### config.mk
export PLATFORM = sky130hd
export DESIGN_NAME = ast_dma_mc_flat
export DESIGN_NICKNAME = d
export VERILOG_FILES = /design/src/rtl/ast_dma_mc_if.sv /design/src/rtl/ast_dma_mc.sv /design/src/flat_wrapper.sv
export SDC_FILE = /design/constraint.sdc
export NUM_CORES = 1
export LEC_CHECK = 0
export BUFFER_PORTS_ARGS = -buffer_cell sky130_fd_sc_hd__buf_2
export CORE_UTILIZATION = 60
export CTS_BUF_LIST = sky130_fd_sc_hd__clkbuf_4 sky130_fd_sc_hd__clkbuf_8
export DETAILED_ROUTE_END_ITERATION = 16
export PLACE_DENSITY = 0.85
export SLEW_MARGIN = 20
export SYNTH_ARGS = -nofsm -noshare
export SYNTH_HDL_FRONTEND = slang
export SYNTH_SLANG_ARGS = --single-unit
### constraint.sdc
create_clock -name clk -period 6.75 [get_ports clk]
set_clock_uncertainty 0.2 [all_clocks]
set_input_delay 0.3375 -clock clk [delete_from_list [all_inputs] [get_ports clk]]
set_output_delay 0.3375 -clock clk [all_outputs]
set_load 0.02 [all_outputs]
### src/rtl/ast_dma_mc_if.sv
// Configuration write bus plus memory/FIFO-side outputs of the multi-channel tensor DMA.
// The DMA uses the slave modport; whoever programs and observes it uses master.
interface ast_dma_mc_if #(
    parameter int DATAWIDTH = 8,
    parameter int NCH       = 2
);
    localparam int CHW = (NCH > 1) ? $clog2(NCH) : 1;

    logic                 write;
    logic [DATAWIDTH-1:0] data_in;
    logic [2:0]           select;
    logic [CHW-1:0]       chan;
    logic [DATAWIDTH-1:0] address_out;
    logic                 rW_out;
    logic [DATAWIDTH-1:0] depth_out;
    logic [DATAWIDTH-1:0] width_out;
    logic                 tensor_ren;
    logic                 tensor_wen;
    logic [1:0]           set;
    logic [CHW-1:0]       active_ch;
    logic                 busy;
    logic [NCH-1:0]       finished_transfer;
    logic [NCH-1:0]       error;

    modport slave (
        input  write, data_in, select, chan,
        output address_out, rW_out, depth_out, width_out, tensor_ren, tensor_wen,
               set, active_ch, busy, finished_transfer, error
    );

    modport master (
        output write, data_in, select, chan,
        input  address_out, rW_out, depth_out, width_out, tensor_ren, tensor_wen,
               set, active_ch, busy, finished_transfer, error
    );
endinterface

### src/rtl/ast_dma_mc.sv
// Multi-channel 2-D tensor DMA: per-channel config registers, a round-robin arbiter and
// one shared address generator walking cols x rows with a row pitch.
module ast_dma_mc #(
    parameter int DATAWIDTH = 8,
    parameter int NCH       = 2,
    parameter int RD_LAT    = 2
) (
    input  logic        clk,
    input  logic        rst,
    ast_dma_mc_if.slave bus
);
    localparam int CHW = (NCH > 1) ? $clog2(NCH) : 1;

    typedef enum logic [1:0] {S_IDLE, S_WAIT, S_TRANSFER, S_FINISH} state_t;
    typedef logic [DATAWIDTH-1:0] word_t;

    localparam word_t      ONE       = word_t'(1);
    localparam logic [1:0] SET_X     = 2'd2;
    localparam logic [1:0] WAIT_LAST = 2'(RD_LAT - 1);

    state_t         r_state, w_next_state;
    word_t          r_cols  [NCH];
    word_t          r_rows  [NCH];
    word_t          r_base  [NCH];
    word_t          r_pitch [NCH];
    logic [1:0]     r_set   [NCH];
    logic [NCH-1:0] r_start, r_abort, r_done, r_err;
    logic [CHW-1:0] r_active, r_last;
    word_t          r_addr, r_col, r_row;
    logic [1:0]     r_wait;
    logic           r_aborted;

    logic           w_chan_ok, w_running, w_is_active, w_cfg_locked, w_abort_req;
    logic           w_grant_vld, w_grant_bad;
    logic [CHW-1:0] w_grant;
    logic           w_is_read, w_wait_last, w_col_last, w_row_last, w_xfer_last;
    logic           w_ren, w_wen, w_idle;
    word_t          w_pitch_eff;

    assign w_idle       = (r_state == S_IDLE);
    assign w_chan_ok    = int'(bus.chan) < NCH;
    assign w_running    = (r_state == S_WAIT) || (r_state == S_TRANSFER);
    assign w_is_active  = (bus.chan == r_active) && !w_idle;
    assign w_cfg_locked = w_is_active && w_running;
    assign w_abort_req  = w_running &&
                          ((bus.write && bus.select == 3'd3 && bus.chan == r_active && bus.data_in[1])
                           || r_abort[r_active]);

    assign w_is_read   = (r_set[r_active] == SET_X);
    assign w_wait_last = (r_wait == WAIT_LAST);
    assign w_col_last  = (r_col == r_cols[r_active] - ONE);
    assign w_row_last  = (r_row == r_rows[r_active] - ONE);
    assign w_xfer_last = w_col_last && w_row_last;
    assign w_pitch_eff = (r_pitch[r_active] == '0) ? r_cols[r_active] : r_pitch[r_active];
    assign w_grant_bad = (r_cols[w_grant] == '0) || (r_rows[w_grant] == '0);

    // Search starts one past the last served channel so no requester can be starved.
    always_comb begin
        int idx;
        // NOTE: every combinational output gets a default first so no latch is inferred.
        w_grant_vld = 1'b0;
        w_grant     = '0;
        idx         = 0;
        for (int i = 1; i <= NCH; i++) begin
            idx = int'(r_last) + i;
            if (idx >= NCH) idx = idx - NCH;
            if (!w_grant_vld && r_start[CHW'(idx)]) begin
                w_grant_vld = 1'b1;
                w_grant     = CHW'(idx);
            end
        end
    end

    always_ff @(posedge clk or negedge rst) begin
        if (!rst) r_state <= S_IDLE;
        else      r_state <= w_next_state;
    end

    // Read strobes lead the address by one cycle to cover the FIFO read delay.
    always_comb begin
        w_next_state = r_state;
        w_ren        = 1'b0;
        w_wen        = 1'b0;
        unique case (r_state)
            S_IDLE: if (w_grant_vld && !w_grant_bad) w_next_state = S_WAIT;
            S_WAIT: begin
                w_ren = w_wait_last && w_is_read;
                if (w_abort_req)      w_next_state = S_FINISH;
                else if (w_wait_last) w_next_state = S_TRANSFER;
            end
            S_TRANSFER: begin
                w_ren = w_is_read && !w_xfer_last;
                w_wen = !w_is_read;
                if (w_abort_req || w_xfer_last) w_next_state = S_FINISH;
            end
            S_FINISH: w_next_state = S_IDLE;
            default:  w_next_state = S_IDLE;
        endcase
    end

    always_ff @(posedge clk or negedge rst) begin
        if (!rst) begin
            // NOTE: the per-channel arrays are a handful of config registers, not a RAM,
            // so they are reset like any other flop.
            for (int c = 0; c < NCH; c++) begin
                r_cols[c]  <= '0;
                r_rows[c]  <= '0;
                r_base[c]  <= '0;
                r_pitch[c] <= '0;
                r_set[c]   <= '0;
            end
            r_start   <= '0;
            r_abort   <= '0;
            r_done    <= '0;
            r_err     <= '0;
            r_active  <= '0;
            r_last    <= CHW'(NCH - 1);
            r_addr    <= '0;
            r_col     <= '0;
            r_row     <= '0;
            r_wait    <= '0;
            r_aborted <= 1'b0;
        end else begin
            // NOTE: non-blocking assignments, so the FSM updates below override a
            // same-cycle register write to the same bit.
            if (bus.write && w_chan_ok) begin
                if (bus.select == 3'd3) begin
                    if (!w_is_active) begin
                        r_start[bus.chan] <= bus.data_in[0];
                        if (bus.data_in[0]) begin
                            r_done[bus.chan] <= 1'b0;
                            r_err[bus.chan]  <= 1'b0;
                        end
                    end
                    r_abort[bus.chan] <= bus.data_in[1];
                end else if (!w_cfg_locked) begin
                    case (bus.select)
                        3'd0:    r_cols[bus.chan]  <= bus.data_in;
                        3'd1:    r_rows[bus.chan]  <= bus.data_in;
                        3'd2:    r_set[bus.chan]   <= bus.data_in[1:0];
                        3'd4:    r_base[bus.chan]  <= bus.data_in;
                        3'd5:    r_pitch[bus.chan] <= bus.data_in;
                        default: ;
                    endcase
                end
            end

            unique case (r_state)
                S_IDLE: if (w_grant_vld) begin
                    r_last <= w_grant;
                    if (w_grant_bad) begin
                        r_err[w_grant]   <= 1'b1;
                        r_start[w_grant] <= 1'b0;
                    end else begin
                        r_active  <= w_grant;
                        r_addr    <= r_base[w_grant];
                        r_col     <= '0;
                        r_row     <= '0;
                        r_wait    <= '0;
                        r_aborted <= 1'b0;
                    end
                end
                S_WAIT: begin
                    r_wait <= r_wait + 2'd1;
                    if (w_abort_req) r_aborted <= 1'b1;
                end
                S_TRANSFER: begin
                    if (w_abort_req) begin
                        r_aborted <= 1'b1;
                    end else if (!w_xfer_last) begin
                        if (w_col_last) begin
                            r_col  <= '0;
                            r_row  <= r_row + ONE;
                            r_addr <= r_addr + w_pitch_eff - r_cols[r_active] + ONE;
                        end else begin
                            r_col  <= r_col + ONE;
                            r_addr <= r_addr + ONE;
                        end
                    end
                end
                S_FINISH: begin
                    r_start[r_active] <= 1'b0;
                    r_abort[r_active] <= 1'b0;
                    if (r_aborted) r_err[r_active]  <= 1'b1;
                    else           r_done[r_active] <= 1'b1;
                end
                default: ;
            endcase
        end
    end

    assign bus.address_out       = w_idle ? '0 : r_addr;
    assign bus.depth_out         = w_idle ? '0 : r_cols[r_active];
    assign bus.width_out         = w_idle ? '0 : r_rows[r_active];
    assign bus.set               = w_idle ? 2'd0 : r_set[r_active];
    assign bus.active_ch         = w_idle ? '0 : r_active;
    assign bus.busy              = !w_idle;
    assign bus.tensor_ren        = w_ren;
    assign bus.rW_out            = w_ren;
    assign bus.tensor_wen        = w_wen;
    assign bus.finished_transfer = r_done;
    assign bus.error             = r_err;
endmodule

### src/flat_wrapper.sv
// flat-port wrapper written by rule: the top's interface ports become plain ports
module ast_dma_mc_flat 
#(
    parameter int DATAWIDTH = 8,
    parameter int NCH       = 2,
    parameter int RD_LAT    = 2
)
  (clk, rst, bus_write, bus_data_in, bus_select, bus_chan, bus_address_out, bus_rW_out, bus_depth_out, bus_width_out, bus_tensor_ren, bus_tensor_wen, bus_set, bus_active_ch, bus_busy, bus_finished_transfer, bus_error);
  ast_dma_mc_if #(.DATAWIDTH(DATAWIDTH), .NCH(NCH)) bus_i ();
  input  logic clk;
  input  logic rst;
  input wire logic [$bits(bus_i.write)-1:0] bus_write;
  input wire logic [$bits(bus_i.data_in)-1:0] bus_data_in;
  input wire logic [$bits(bus_i.select)-1:0] bus_select;
  input wire logic [$bits(bus_i.chan)-1:0] bus_chan;
  output wire logic [$bits(bus_i.address_out)-1:0] bus_address_out;
  output wire logic [$bits(bus_i.rW_out)-1:0] bus_rW_out;
  output wire logic [$bits(bus_i.depth_out)-1:0] bus_depth_out;
  output wire logic [$bits(bus_i.width_out)-1:0] bus_width_out;
  output wire logic [$bits(bus_i.tensor_ren)-1:0] bus_tensor_ren;
  output wire logic [$bits(bus_i.tensor_wen)-1:0] bus_tensor_wen;
  output wire logic [$bits(bus_i.set)-1:0] bus_set;
  output wire logic [$bits(bus_i.active_ch)-1:0] bus_active_ch;
  output wire logic [$bits(bus_i.busy)-1:0] bus_busy;
  output wire logic [$bits(bus_i.finished_transfer)-1:0] bus_finished_transfer;
  output wire logic [$bits(bus_i.error)-1:0] bus_error;
  assign bus_i.write = bus_write;
  assign bus_i.data_in = bus_data_in;
  assign bus_i.select = bus_select;
  assign bus_i.chan = bus_chan;
  assign bus_address_out = bus_i.address_out;
  assign bus_rW_out = bus_i.rW_out;
  assign bus_depth_out = bus_i.depth_out;
  assign bus_width_out = bus_i.width_out;
  assign bus_tensor_ren = bus_i.tensor_ren;
  assign bus_tensor_wen = bus_i.tensor_wen;
  assign bus_set = bus_i.set;
  assign bus_active_ch = bus_i.active_ch;
  assign bus_busy = bus_i.busy;
  assign bus_finished_transfer = bus_i.finished_transfer;
  assign bus_error = bus_i.error;
  ast_dma_mc #(.DATAWIDTH(DATAWIDTH), .NCH(NCH), .RD_LAT(RD_LAT)) u_core (.clk(clk), .rst(rst), .bus(bus_i));
endmodule
# After elaboration in Yosys (flattened, before gate mapping)
# Cells that the tools add are included.
dict set report word_totals {
  out_inout_bits 35
  input_bits 15
  register_bits 107
  word_cells 242
}
dict set report classes {
  order_cmp 14
  n_mux 109
  bitwise_logic 17
  n_addsub 13
  n_eq_ne 22
  reduce_logical 45
}
# cell n
set op_table {}
lappend op_table {{$mux 8} 36}
lappend op_table {{$bwmux 16} 4}
lappend op_table {{$mux 2} 32}
lappend op_table {{$pmux 8 s2} 3}
lappend op_table {{$add 8x1->8 const B} 4}
lappend op_table {{$logic_not 8->1} 3}
lappend op_table {{$reduce_and 4->1} 6}
lappend op_table {{$mux 1} 20}
lappend op_table {{$eq 8x8->1} 2}
lappend op_table {{$sub 8x1->8 const B} 2}
lappend op_table {{$logic_and 1x1->1} 15}
lappend op_table {{$pmux 2 s2} 3}
lappend op_table {{$and 2x2->2} 5}
lappend op_table {{$ne 2x2->1 const B} 5}
lappend op_table {{$reduce_and 3->1} 3}
lappend op_table {{$add 8x8->8} 1}
lappend op_table {{$demux 8 s1} 1}
lappend op_table {{$ge 2x2->1 const B} 4}
lappend op_table {{$pmux 2 s4} 1}
lappend op_table {{$sub 8x8->8} 1}
lappend op_table {{$eq 2x2->1 const B} 3}
lappend op_table {{$eq 3x2->1 const B} 2}
lappend op_table {{$eq 3x3->1 const B} 2}
lappend op_table {{$lt 1x2->1 const B} 3}
lappend op_table {{other kinds (31)} 59}

# Depth between registers and ports, before layout
dict set report depth {
  depth_word 20
  depth_mapped 20
  depth_no_buf 15
}

# Least setup slack after synthesis
# Ideal clock, no wire load.
dict set report synth_path {
  kind {register to output}
  startpoint {reg u_core.r_active}
  endpoint {out bus_tensor_ren}
  t_arrival_ps 4408
  slack_ps 1804
  path_buffers 8
  path_stages_with_launch 18
  path_cell_list {dfrtp_1 -> buf_6 -> buf_6 -> buf_6 -> buf_2 -> clkbuf_1 -> clkbuf_1 -> mux2i_1 -> ha_1 -> or4bb_1 -> nand2_1 -> a211oi_1 -> o31a_1 -> or3_1 -> buf_2 -> o21ai_0 -> a221oi_1 -> buf_4}
}
dict set report synth_via {
  elab_chain_len 10
}
# element line_no
set synth_rtl {}
lappend synth_rtl {{from (decl)} ast_dma_mc.sv:28} ;# logic [CHW-1:0] r_active, r_last;
lappend synth_rtl {{from (signal assigned)} ast_dma_mc.sv:155} ;# r_active <= w_grant;
lappend synth_rtl {{$not 1->2 (not written as such) (*)} {ast_dma_mc.sv:49, ast_dma_mc.sv:51, ast_dma_mc.sv:52}}
lappend synth_rtl {{$mux 8 (on tied branches) (3 in series)} {ast_dma_mc.sv:51, ast_dma_mc.sv:52}}
lappend synth_rtl {{$sub 8x1->8 (on tied branches)} {ast_dma_mc.sv:51, ast_dma_mc.sv:52}}
lappend synth_rtl {{$eq 8x8->1 (on tied branches)} {ast_dma_mc.sv:51, ast_dma_mc.sv:52}}
lappend synth_rtl {{$logic_and 1x1->1} ast_dma_mc.sv:53} ;# assign w_xfer_last = w_col_last && w_row_last;
lappend synth_rtl {{$logic_not 1->1} ast_dma_mc.sv:92} ;# w_ren = w_is_read && !w_xfer_last;
lappend synth_rtl {{$logic_and 1x1->1} ast_dma_mc.sv:92}
lappend synth_rtl {{$pmux 1 s2 (*)} ast_dma_mc.sv:84} ;# unique case (r_state)
lappend synth_rtl {{to (decl)} flat_wrapper.sv:20} ;# output wire logic [$bits(bus_i.tensor_ren)-1:0] bus_tensor_ren;
# Mark *: on every way between the ends. The rest lies on a longest branch, timed or not. The select of a mux whose other input is x is not followed.

# Worst setup path in the final report
# Same ends and word-level chain as after synthesis.

==> out/summary.txt <==
status: finished clean
Mapped Area: 6700 um^2
Slew Viols, Final: 0
Min-Delay Path Depth: 3
DRT Pass-1 Iters: 6
chip height: 108 um
die width: 108 um
Worst Setup SP: u_core.r_active
first-pass GRT wire length: 27.5 mm
clk buf depth: 2
IO Count: 50
gr ovfl total: 0
n_diodes: 0
WL final: 16.8 mm
reg2reg path depth: 15
CP peak stage delay: 0.68 ns
Reg clk slew, reported paths: 0.12 ns
most frequent cells in the layout: dfrtp_1 (104), mux2_2 (72), nor2_1 (54), buf_2 (48), nand2_1 (37)
Setup crit start kind: register
worst-path fanout max: 24
Crit path arrival time: 4.58 ns
CTS tree: done
Worst Tran Pin Value: 0.988 ns
period utilization: 75.8%
1st-iter DRT viols: 481
Avg Inst Size Synth: 10.0 um^2
Post-CTS Setup Bufs: 0
Slew HR: 34.0%
Post-Syn Instances: 669
Sink Count: 106
Syn. warnings: 0
drc violations: 0
FF-to-FF setup slack: 1.94 ns
initial antenna violation count: 1
placed insts: 834
DR WL/cell: 19.7 um
RR Endpoint: u_core.r_addr[7]
Final Hold Fails: 0
CP Cell Sequence: mux2i_1, ha_1, or4bb_1, a21oi_1, nor3_1, o31a_1, or3_1, o21ai_0, a221oi_1, buf_2
Clk Latency, worst-skew pair: 0.41 ns
Sw Ratio: 46.8%
leakage: 3.30 nW
die area: 11,600 um^2
GRT Resource Usage Total: 31.2%
biggest area consumer among synthesized cells: dfrtp_1
Crit Path Category: register to output port
Int Power: 1.88 mW
Max stage delay cell, worst path: dfrtp_2
Post-synth EDFFs: 0
core box area: 10,800 um^2
most area-consuming cells after synthesis: dfrtp_1 (39%), mux2_2 (12%), mux2i_1 (4.5%)
fin nets: 747
Final Wtd Congestion: 0.922
syn nets: 710
Cell Rows: 38
R2R Path Start: u_core.r_active
Comb power frac: 55.2%
DR vias/cell: 6.47
Fin Setup TNS: 0 ns
area share of the largest cell type after synthesis: 39.2%
HP Class: input pin to register
CP Buf/Inv Count: 1
vias: 5,504
most common cell after layout, fill and taps aside: dfrtp_1
unrepaired setup endpoints after global routing: no
Seq/Total Area, Yosys: 39.6%
H-tree depth: 3
Yosys reg bits: 106
Final Non-Filler Cells: 851
Max IR drop VDD: 0.263 mV
root buffer cell: clkbuf_8
Layout area overhead: 8.20%
Num CTS Buffers: 9
# port buffers: 49
share of layout cells above drive strength 1: 22.2%
Distinct cells, synth: 73
WP data required: 6.21 ns
crit-path leading delay family: compound AO/OA/AOI/OAI gates
critical path endpoint category: output port
Initial Util: 61.8%
largest net degree at the start of global routing: 57
post-route ant nets: 0
fmax: 0.195 GHz
Top FF cell, synth: dfrtp_1
ys async rst share: 100%
min Tclk post-route: 5.12 ns
pwr dens: 488 nW/um^2
final setup fails: 0
max-cap viol count: 0
stages on the worst setup path: 10
Switch Pwr: 1.66 mW
Seq pwr share: 32.5%
Worst Setup EP: bus_tensor_ren
Clk pwr share: 12.3%
post-detail-place hpwl: 12.3 mm
vias in the first global route: 5,416
## area by class of cell
type / count / area, um^2
well taps: 140 / 175
fillers: 851 / 3590
flip-flops and latches: 106 / 2660
inverters: 28 / 105
multi-input cells: 506 / 3800
clock buffers: 10 / 138
clock inverters: 6 / 78.8
repair buffers: 55 / 295
## routing by layer
layer,GRT usage [%],wire length [um],vias to the layer above
met5,0,13,-
met4,13.0,508,2
met3,6.23,1150,39
met2,51.6,8080,234
met1,39.9,7000,2722
li1,-,-,2507
## how the worst min path moves through the flow
stage              startpoint             endpoint  slack, ns
4_1_cts         bus_select[0]    u_core.r_abort[1]       0.08
3_3_place_gp              rst     u_core.r_wait[0]       0.20
6_report        bus_select[0]    u_core.r_abort[1]        0.1
5_1_grt        bus_data_in[7]    u_core.r_base[15]       0.10
3_5_place_dp              rst     u_core.r_wait[1]       0.21
2_1_floorplan             rst  u_core.bus.error[0]      -0.16
## power by group through the flow
stage               sequential, mW  combinational [mW]  clock (mW)
CTS                           1.14                1.94       0.445
global placement              1.13                1.86           0
finish                        1.15                1.95       0.437
floorplan                     1.06                1.49           0
global route                  1.17                2.16       0.469
detailed placement            1.15                1.93           0
## synthesized netlist by cell type, types with 7 or more instances
| master | count |
|---|---|
| nand3_1 | 27 |
| xnor2_1 | 21 |
| mux2_2 | 72 |
| mux2i_1 | 30 |
| inv_1 | 28 |
| dfrtp_1 | 105 |
| nand2_1 | 37 |
| ha_1 | 19 |
| nor2b_1 | 16 |
| clkbuf_1 | 16 |
| a21oi_1 | 27 |
| o31ai_1 | 10 |
| xor2_1 | 12 |
| or4_1 | 11 |
| and3_1 | 10 |
| nor3_1 | 20 |
| fa_1 | 7 |
| nor2_1 | 54 |
| o21ai_0 | 30 |
| or3_1 | 9 |
## stage by stage
stage               setup WS [ns]  power [mW]  area, um^2  hold slack [ns]  util, %
CTS                          1.61        3.52        7250           0.0842     66.8
global route                 1.34        3.80        7250            0.103     66.9
floorplan                    1.80        2.55        6700           -0.158        -
detailed placement           2.07        3.08        7020            0.205     64.8
finish                       1.63        3.54        7250           0.0977     66.9
global placement             2.25        2.99        7010            0.202     64.7
## cell families (layout without fill, tap and decap cells)
kind of cell | count (synthesis) | after routing | share of synthesized area (%)
flops | 106 | 106 | 39.6
mux | 103 | 103 | 16.8
buf+inv | 57 | 99 | 3.79
xor+xnor | 33 | 33 | 4.31
simple gates | 223 | 223 | 17.9
compound gates | 121 | 121 | 12.0
fa+ha+maj | 26 | 26 | 5.64
## state kept, by name, summed over array words and instances, names as in the netlist
signal / cells
u_core.r_last: 1
u_core.r_active: 1
u_core.r_state: 2
u_core.r_base: 16
u_core.r_wait: 2
u_core.bus.finished_transfer: 2
u_core.r_abort: 2
u_core.r_row: 8
u_core.r_col: 8
u_core.r_cols: 16
u_core.r_aborted: 1
u_core.bus.error: 2
u_core.r_pitch: 16
u_core.r_addr: 8
u_core.r_rows: 16
u_core.r_start: 1
u_core.r_set: 4
## tightest hold or removal path, cell delays in order
cell      delay [ns]
buf_2           0.15
nand4_1         0.11
a21boi_0        0.09
## repair_timing
action | CTS | global route
setup endpoints to repair | 0 | 0
gates resized for setup | 0 | 0
hold buffers | 1 | 0
hold endpoints to repair | 50 | 0
Note: power is estimated with default switching activity, not from simulation.
